<file path="src/rtl/accel_spi_pkg.sv">
// Shared types, ADXL345 register map and tilt-reduction helpers for the
// accelerometer front end of the display controller.
package accel_spi_pkg;

    typedef enum logic [2:0] {
        ST_INIT_FMT = 3'd0,
        ST_INIT_PWR = 3'd1,
        ST_IDLE     = 3'd2,
        ST_READ     = 3'd3,
        ST_UPDATE   = 3'd4
    } state_e;

    // Progress of one chip-select frame: inter-frame gap, CS setup, byte transfer.
    typedef enum logic [1:0] {
        PH_GAP   = 2'd0,
        PH_SETUP = 2'd1,
        PH_XFER  = 2'd2
    } phase_e;

    typedef enum logic [1:0] {
        DIR_POS_X = 2'b00,
        DIR_NEG_X = 2'b01,
        DIR_POS_Y = 2'b10,
        DIR_NEG_Y = 2'b11
    } tilt_dir_e;

    localparam logic [7:0] REG_DATA_FORMAT = 8'h31;
    localparam logic [7:0] REG_POWER_CTL   = 8'h2D;
    localparam logic [7:0] REG_DATAX0      = 8'h32;
    localparam logic [7:0] VAL_DATA_FORMAT = 8'h00;
    localparam logic [7:0] VAL_POWER_CTL   = 8'h08;

    localparam int CMD_R_BIT  = 7;
    localparam int CMD_MB_BIT = 6;

    localparam logic [7:0] CMD_READ_XY = REG_DATAX0 | (8'd1 << CMD_R_BIT) | (8'd1 << CMD_MB_BIT);

    // Raw 16-bit sample divided by four, clamped into a signed byte.
    function automatic logic [7:0] scale_sat(input logic [15:0] raw);
        logic signed [15:0] s;
        s = $signed(raw) >>> 2;
        if (s > 16'sd127) begin
            return 8'h7F;
        end
        if (s < -16'sd128) begin
            return 8'h80;
        end
        return s[7:0];
    endfunction

    // Nine bits so that the magnitude of -128 is representable.
    function automatic logic [8:0] abs9(input logic [7:0] v);
        logic [8:0] e;
        e = {v[7], v};
        return v[7] ? (~e + 9'd1) : e;
    endfunction

    function automatic logic [7:0] tilt_code(input logic [7:0] sx,
                                             input logic [7:0] sy,
                                             input logic [7:0] thresh);
        logic [8:0] ax;
        logic [8:0] ay;
        logic [8:0] dom;
        logic [4:0] mag;
        tilt_dir_e  dir;
        ax = abs9(sx);
        ay = abs9(sy);
        if (ay > ax) begin
            dom = ay;
            dir = sy[7] ? DIR_NEG_Y : DIR_POS_Y;
        end else begin
            dom = ax;
            dir = sx[7] ? DIR_NEG_X : DIR_POS_X;
        end
        mag = (dom[8:2] > 7'd31) ? 5'd31 : dom[6:2];
        return {(dom > {1'b0, thresh}), dir, mag};
    endfunction

endpackage

</file>
<file path="src/rtl/accel_spi_tilt_spi_byte_engine.sv">
// Mode-3 SPI byte shifter: one start moves 8 bits MSB first in 16 half-periods;
// done is asserted during the last cycle so the next byte can follow seamlessly.
module spi_byte_engine #(
    parameter int CLK_DIV = 25
) (
    input  logic       Avalon_CLK_50,
    input  logic       iRST_n,
    input  logic       start_i,
    input  logic [7:0] tx_byte_i,
    output logic [7:0] rx_byte_o,
    output logic       done_o,
    output logic       sclk_o,
    output logic       sdo_o,
    input  logic       sdi_i
);

    localparam int DW = (CLK_DIV > 1) ? $clog2(CLK_DIV) : 1;
    localparam logic [DW-1:0] DIV_LAST = DW'(CLK_DIV - 1);

    logic          busy_q;
    logic [DW-1:0] div_q;
    logic [3:0]    half_q;
    logic          sclk_q;
    logic          sdo_q;
    logic [7:0]    tx_sh_q;
    logic [7:0]    rx_sh_q;

    always_ff @(posedge Avalon_CLK_50 or negedge iRST_n) begin
        if (!iRST_n) begin
            busy_q  <= 1'b0;
            div_q   <= '0;
            half_q  <= 4'd0;
            sclk_q  <= 1'b1;
            sdo_q   <= 1'b0;
            tx_sh_q <= 8'h00;
            rx_sh_q <= 8'h00;
        end else if (start_i) begin
            busy_q  <= 1'b1;
            div_q   <= '0;
            half_q  <= 4'd0;
            sclk_q  <= 1'b0;
            sdo_q   <= tx_byte_i[7];
            tx_sh_q <= {tx_byte_i[6:0], 1'b0};
        end else if (busy_q) begin
            if (div_q == DIV_LAST) begin
                div_q <= '0;
                if (half_q == 4'd15) begin
                    busy_q <= 1'b0;
                end else begin
                    half_q <= half_q + 4'd1;
                    // Even half-periods are low: leaving one is a rising edge.
                    if (!half_q[0]) begin
                        sclk_q  <= 1'b1;
                        rx_sh_q <= {rx_sh_q[6:0], sdi_i};
                    end else begin
                        sclk_q  <= 1'b0;
                        sdo_q   <= tx_sh_q[7];
                        tx_sh_q <= {tx_sh_q[6:0], 1'b0};
                    end
                end
            end else begin
                div_q <= div_q + 1'b1;
            end
        end
    end

    assign done_o    = busy_q && (half_q == 4'd15) && (div_q == DIV_LAST);
    assign rx_byte_o = rx_sh_q;
    assign sclk_o    = sclk_q;
    assign sdo_o     = sdo_q;

endmodule

</file>
<file path="src/rtl/accel_spi_tilt.sv">
// ADXL345 front end: configures the sensor, polls X/Y periodically and reduces
// each sample to the 8-bit tilt code consumed by the display controller.
module accel_spi_tilt
    import accel_spi_pkg::*;
#(
    parameter int         CLK_DIV       = 25,
    parameter int         SAMPLE_PERIOD = 500000,
    parameter logic [7:0] TILT_THRESH   = 8'd40
) (
    input  logic       Avalon_CLK_50,
    input  logic       iRST_n,
    output logic       oSPI_CS_n,
    output logic       oSPI_SCLK,
    output logic       oSPI_SDO,
    input  logic       iSPI_SDI,
    output logic [7:0] oACC_X,
    output logic [7:0] oACC_Y,
    output logic [7:0] oSPI,
    output logic       oValid,
    output logic       oBusy
);

    localparam int DW = (CLK_DIV > 1) ? $clog2(CLK_DIV) : 1;
    localparam int GW = $clog2(2 * CLK_DIV);
    localparam int TW = $clog2(SAMPLE_PERIOD + 1);
    localparam logic [DW-1:0] DIV_LAST = DW'(CLK_DIV - 1);
    localparam logic [GW-1:0] GAP_LAST = GW'(2 * CLK_DIV - 1);
    localparam logic [TW-1:0] TMR_LAST = TW'(SAMPLE_PERIOD - 1);

    state_e         state_q, state_d;
    phase_e         phase_q, phase_d;
    logic [2:0]     byte_q, byte_d;
    logic [DW-1:0]  cnt_q, cnt_d;
    logic [GW-1:0]  gap_q, gap_d;
    logic [TW-1:0]  tmr_q, tmr_d;
    logic           cs_q, cs_d;
    logic [7:0]     accx_q, accx_d;
    logic [7:0]     accy_q, accy_d;
    logic [7:0]     spi_q, spi_d;
    logic           valid_q, valid_d;
    logic [3:0][7:0] rx_q;
    logic           rx_we;
    logic [2:0]     frame_last;

    logic           eng_start;
    logic           eng_done;
    logic [7:0]     eng_tx;
    logic [7:0]     eng_rx;
    logic           eng_sclk;
    logic           eng_sdo;

    logic [7:0]     sx;
    logic [7:0]     sy;
    logic [7:0]     code;

    spi_byte_engine #(
        .CLK_DIV (CLK_DIV)
    ) u_engine (
        .Avalon_CLK_50 (Avalon_CLK_50),
        .iRST_n        (iRST_n),
        .start_i       (eng_start),
        .tx_byte_i     (eng_tx),
        .rx_byte_o     (eng_rx),
        .done_o        (eng_done),
        .sclk_o        (eng_sclk),
        .sdo_o         (eng_sdo),
        .sdi_i         (iSPI_SDI)
    );

    // rx_q holds X0, X1, Y0, Y1; the command byte's echo is not kept.
    assign sx   = scale_sat({rx_q[1], rx_q[0]});
    assign sy   = scale_sat({rx_q[3], rx_q[2]});
    assign code = tilt_code(sx, sy, TILT_THRESH);

    always_comb begin
        state_d   = state_q;
        phase_d   = phase_q;
        byte_d    = byte_q;
        cnt_d     = cnt_q;
        cs_d      = cs_q;
        accx_d    = accx_q;
        accy_d    = accy_q;
        spi_d     = spi_q;
        valid_d   = 1'b0;
        eng_start = 1'b0;
        rx_we     = 1'b0;
        eng_tx    = 8'h00;
        gap_d     = !cs_q ? '0 : ((gap_q == GAP_LAST) ? gap_q : gap_q + 1'b1);
        // Timer parks at its last value, which doubles as the pending-sample flag.
        tmr_d      = (tmr_q == TMR_LAST) ? tmr_q : tmr_q + 1'b1;
        frame_last = (state_q == ST_READ) ? 3'd4 : 3'd1;

        case (state_q)
            ST_INIT_FMT, ST_INIT_PWR, ST_READ: begin
                case (phase_q)
                    PH_GAP: begin
                        if (gap_q == GAP_LAST) begin
                            cs_d    = 1'b0;
                            cnt_d   = '0;
                            byte_d  = 3'd0;
                            phase_d = PH_SETUP;
                        end
                    end
                    PH_SETUP: begin
                        if (cnt_q == DIV_LAST) begin
                            eng_start = 1'b1;
                            phase_d   = PH_XFER;
                        end else begin
                            cnt_d = cnt_q + 1'b1;
                        end
                    end
                    PH_XFER: begin
                        if (eng_done) begin
                            rx_we = 1'b1;
                            if (byte_q == frame_last) begin
                                cs_d    = 1'b1;
                                phase_d = PH_GAP;
                                byte_d  = 3'd0;
                                case (state_q)
                                    ST_INIT_FMT: state_d = ST_INIT_PWR;
                                    ST_INIT_PWR: begin
                                        state_d = ST_IDLE;
                                        tmr_d   = TMR_LAST;
                                    end
                                    default:     state_d = ST_UPDATE;
                                endcase
                            end else begin
                                byte_d    = byte_q + 3'd1;
                                eng_start = 1'b1;
                            end
                        end
                    end
                    default: phase_d = PH_GAP;
                endcase
            end
            ST_IDLE: begin
                if (tmr_q == TMR_LAST) begin
                    state_d = ST_READ;
                    phase_d = PH_GAP;
                    tmr_d   = '0;
                end
            end
            ST_UPDATE: begin
                accx_d  = sx;
                accy_d  = sy;
                spi_d   = code;
                valid_d = 1'b1;
                state_d = ST_IDLE;
            end
            default: state_d = ST_INIT_FMT;
        endcase

        case (state_q)
            ST_INIT_FMT: eng_tx = (byte_d == 3'd0) ? REG_DATA_FORMAT : VAL_DATA_FORMAT;
            ST_INIT_PWR: eng_tx = (byte_d == 3'd0) ? REG_POWER_CTL : VAL_POWER_CTL;
            default:     eng_tx = (byte_d == 3'd0) ? CMD_READ_XY : 8'h00;
        endcase
    end

    always_ff @(posedge Avalon_CLK_50 or negedge iRST_n) begin
        if (!iRST_n) begin
            state_q <= ST_INIT_FMT;
            phase_q <= PH_GAP;
            byte_q  <= 3'd0;
            cnt_q   <= '0;
            gap_q   <= '0;
            tmr_q   <= '0;
            cs_q    <= 1'b1;
            accx_q  <= 8'h00;
            accy_q  <= 8'h00;
            spi_q   <= 8'h00;
            valid_q <= 1'b0;
            rx_q    <= '0;
        end else begin
            state_q <= state_d;
            phase_q <= phase_d;
            byte_q  <= byte_d;
            cnt_q   <= cnt_d;
            gap_q   <= gap_d;
            tmr_q   <= tmr_d;
            cs_q    <= cs_d;
            accx_q  <= accx_d;
            accy_q  <= accy_d;
            spi_q   <= spi_d;
            valid_q <= valid_d;
            for (int i = 1; i <= 4; i++) begin
                if (rx_we && (byte_q == 3'(i))) begin
                    rx_q[i-1] <= eng_rx;
                end
            end
        end
    end

    assign oSPI_CS_n = cs_q;
    assign oSPI_SCLK = eng_sclk;
    assign oSPI_SDO  = eng_sdo;
    assign oACC_X    = accx_q;
    assign oACC_Y    = accy_q;
    assign oSPI      = spi_q;
    assign oValid    = valid_q;
    assign oBusy     = !cs_q || (state_q == ST_INIT_FMT) || (state_q == ST_INIT_PWR);

endmodule

</file>
<file path="config.mk">
export PLATFORM = sky130hd
export DESIGN_NAME = accel_spi_tilt
export DESIGN_NICKNAME = d
export VERILOG_FILES = /design/src/rtl/accel_spi_pkg.sv /design/src/rtl/accel_spi_tilt_spi_byte_engine.sv /design/src/rtl/accel_spi_tilt.sv
export SDC_FILE = /design/constraint.sdc
export NUM_CORES = 1
export LEC_CHECK = 0
export ABC_AREA = 1
export BUFFER_PORTS_ARGS = -buffer_cell sky130_fd_sc_hd__buf_2
export CORE_MARGIN = 8
export CORE_UTILIZATION = 55
export CTS_BUF_LIST = sky130_fd_sc_hd__clkbuf_4
export DETAILED_ROUTE_END_ITERATION = 10
export GPL_TIMING_DRIVEN = 0
export PLACE_DENSITY = 0.83
export SLEW_MARGIN = 20
export SYNTH_ARGS = -nofsm -noshare
export SYNTH_HDL_FRONTEND = slang
export SYNTH_SLANG_ARGS = --single-unit
</file>
<file path="constraint.sdc">
create_clock -name Avalon_CLK_50 -period 3.9 [get_ports Avalon_CLK_50]
set_input_delay 0.585 -clock Avalon_CLK_50 [delete_from_list [all_inputs] [get_ports Avalon_CLK_50]]
set_output_delay 0.585 -clock Avalon_CLK_50 [all_outputs]
set_load 0.01 [all_outputs]
</file>
==> impl.org <==
** Die
- Measured along the x axis, the die boundary spans 125.8 um.
- Standard-cell rows :: 40
- 32 I/O pins were placed.
- The initial utilization of the core area, before any placement, comes to 0.5570.
- In this run the vertical extent of the chip is 125.8 um.
- Total Die Area :: 15830 um2
- Core Footprint :: around 12000 um2

** Power and ir drop
- Worst supply voltage drop on vdd :: 0.1651 mV
- In this run the power density over the cells is 301.0 nW/um2.
- Power after layout :: ~2.2 mW
- The analysis attributes to cell leakage a power of 3.683 nW.

** Finish
- Highest-count cells in the layout ignoring fill and taps :: 183 x nand2_1, 117 x dfrtp_1, 95 x inv_1, 81 x nor2_1, 70 x o21ai_0
- Leaving out fill and tap cells, the most frequent cell in the layout is nand2_1.
- Share of the core filled with cells in the final layout :: 0.6174
- In the final layout, the share of cells above drive strength 1 is 0.1569.
- The repair_antennas step left the layout with diodes totalling 0.
- Multi-input combinational cell area :: 3177 um2
- Net count, final :: just over 900
- Area used by sequential logic in the layout :: 2980 um2
- Filler Cell Count :: roughly 1000
- Synthesis-to-finish area growth :: 10.84%

** Drt
- Total wire length after detailed routing :: 13930 um
- Average detailed-routed wire length per instance :: 13.48 um
- Once detail routing completed, the nets flagged for antenna violations numbered 0.
- Using the TritonRoute via totals, the vias-per-cell ratio works out to 5.306.
- Total number of vias :: 5481
- The first detailed-routing pass took 5 iterations.
- Drt first-iter violations :: 402
- For this run, design rule violations remaining after detail routing come to 0.

** Clock tree
- Number of sinks on the clock net :: approximately 120
- Cell at the root of the clock tree :: clkbuf_4
- TritonCTS created 17 clock buffers.
- After clock tree synthesis, the clock-pin slew on the worst setup and hold paths is 0.10 ns.
- The H-tree was split into 4 levels.
- At the later pin of the worst-skew pair, clock insertion delay measures 0.55 ns.
- Maximum clock insertion buffer count :: 2
- TritonCTS built the clock tree.

** Placed design
- Routability-driven placement finished with a final weighted congestion of 0.9096.
- The wire-length estimate of the detail-placed layout is 9938 um.
- Input and output buffers added on the ports amount to 31.

** Synthesis
- For this run, the number of Yosys warnings is 0.
- Number of enable-type register cells in the synthesized netlist :: 0
- After synthesis, the netlist uses 52 different library cells.
- Share of synthesized area occupied by flip-flops and latches :: 0.4492
- Among all flip-flop cells after synthesis, the most frequent one is dfrtp_1.
- Mean post-synth cell area :: 8.121 um2
- Number of nets produced by synthesis :: 849
- Synthesis-stage register bit count :: ~120
- Async SR Flop Fraction :: 1.000
- Cell count after synthesis :: 817
- Summing every instance area after synthesis gives 6635 um2.

** GRT
- Total global routing overflow :: 0
- In the global route stage, overall resource usage came out at 0.1851.
- Entering global routing, the biggest net connects between 60 and 70 pins.
- The number of antenna violations at the first check in global routing was 0.
- The number of global-route vias before repair was 5255.
- The first global-routing pass estimated 24170 um of wire.

** STA
- The number of pins exceeding their max-slew limit in the final report was 0.
- Time the worst path needs with I/O delays and setup :: 3.545 ns
- Derived from the worst setup path, the maximum achievable clock frequency is 0.2821 GHz.
- Adding up every negative setup slack in the final design gives 0 ns.
- Setup repair after global routing left no endpoint under its margin.
- Final Hold Violating Endpoints :: 0
- For the final database, setup skew stands at around 0.022 ns.
- The worst pin sits at a relative slew slack of 0.5891.
- Dividing the final minimum period by the clock period gives 0.9090.
- Measured slew at the worst slew-check pin :: 0.6116 ns
- Setup violations remaining at the end of the flow were counted as 0.

** Worst setup path
- Data on the critical path is required at its endpoint by 4.37 ns.
- Startpoint Class :: flip-flop
- Element type at the critical path end :: flip-flop
- Of all nets on the critical path, the largest fanout is 10.
- Type of the worst setup path :: flip-flop to flip-flop
- Worst Path Arrival :: ~4.0 ns

** Outcome
- Result of the run :: finished, final reports clean

** Job
- The tool flagged a number of max-cap violations equal to 0.

** Min path
- Worst hold path type :: primary input to flip-flop
[flip-flops by register name, summed over array words and instances (netlist names), 5 cells and up]
name and flops:
cnt_q 5, gap_q 6, oACC_X 8, oACC_Y 8, oSPI 8, rx_q 28, tmr_q 19, u_engine.div_q 5
u_engine.rx_byte_o 8, u_engine.tx_sh_q 7
[metrics by stage]
step	cell area (um2)	hold WS [ns]	instances	setup WS [ns]
detailed placement	7008	0.4672	996	0.2392
floorplan	6635	0.2894	817	0.8495
CTS	7302	0.2643	1029	0.1619
global placement	6974	0.4602	995	0.2565
finish	7355	0.2981	1033	0.3549
global route	7355	0.2769	1033	0.003843
[Yosys cell counts, types with 12 or more instances]
master | n | area share
o21ai_2 | 12 | 0.016
dfrtp_1 | 117 | 0.44
nand2_1 | 184 | 0.10
nand4_1 | 12 | 0.011
inv_1 | 95 | 0.054
nand3_1 | 59 | 0.045
a21oi_1 | 28 | 0.021
o21ai_0 | 70 | 0.053
nor2_1 | 81 | 0.046
xor2_1 | 14 | 0.018
ha_1 | 29 | 0.055
[cell type report]
class / count / share of cell area
well taps: 147 / 0.02501
inverters: 107 / 0.05614
flip-flops and latches: 119 / 0.4052
plain buffers: 15 / 0.01225
repair buffers: 36 / 0.03011
clock buffers: 20 / 0.02042
clock inverters: 12 / 0.01820
repair inverters: 1 / 0.0006805
multi-input cells: 576 / 0.4320
[where the power goes]
group	total (mW)	leakage, nW	switching, mW	internal (mW)
combinational	0.0702	1.91	0.0502	0.0200
clock	0.909	0.159	0.455	0.453
sequential	1.23	1.61	0.000389	1.23
total	2.21	3.68	0.506	1.71
[cell families after synthesis]
logic type / after synthesis / share of synthesized area
simple gates: 385 / 0.2700
xor+xnor: 16 / 0.02112
fa+ha+maj: 29 / 0.05469
compound gates: 144 / 0.1290
buf+inv: 122 / 0.07486
other cells: 2 / 0.001132
flops: 119 / 0.4492
[metal layers]
metal	GRT usage	vias up	wire length [um]
li1	-	2784	-
met1	0.2354	2557	6570
met2	0.2966	112	6437
met3	0.04388	28	586
met4	0.07926	0	332
met5	0	-	0
[worst paths after layout]
| check | startpoint | to | slack, ns | cells after the start |
|---|---|---|---|---|
| max in group asynchronous | iRST_n | oSPI_CS_n$_DFFE_PN1P_ | 2.63 | 3 |
| worst min register to register | oACC_Y[3]$_DFFE_PN0P_ | oACC_Y[3]$_DFFE_PN0P_ | 0.49 | 2 |
| worst min-delay path | iSPI_SDI | u_engine.rx_byte_o[0]$_DFFE_PN0P_ | 0.30 | 3 |
| worst max register to register | rx_q[13]$_DFFE_PN0P_ | oSPI[7]$_DFFE_PN0P_ | 0.35 | 24 |
| worst max-delay path | rx_q[13]$_DFFE_PN0P_ | oSPI[7]$_DFFE_PN0P_ | 0.35 | 24 |
| min in group asynchronous | iRST_n | byte_q[1]$_DFF_PN0_ | 0.57 | 2 |
[repair_timing]
action                                  in CTS  in global routing
resized for setup                            0                  6
endpoints found under the setup margin       0                  7
hold endpoints to repair                     7                  0
setup buffers                                0                  3
hold buffers                                 1                  0
[worst max-delay path, stage by stage (launching register included)]
cell and delay (ns):
dfrtp_1 0.41, nor2_1 0.12, nand3_1 0.10, nand2_1 0.14
clkbuf_4 0.22, nand2_1 0.08, inv_1 0.14, ha_1 0.20
nand3_1 0.09, nand2_1 0.12, xor2_1 0.27, ha_1 0.31
a21oi_1 0.13, o21ai_0 0.09, nand2_1 0.06, nand3_1 0.12
nand2_4 0.16, clkinvlp_4 0.15, nand2_1 0.10, nand2_1 0.07
nand2_1 0.07, nand3_1 0.09, nand2_1 0.06, nand2_1 0.06
a21oi_2 0.11
No activity file was read; power rests on OpenSTA's default activity.
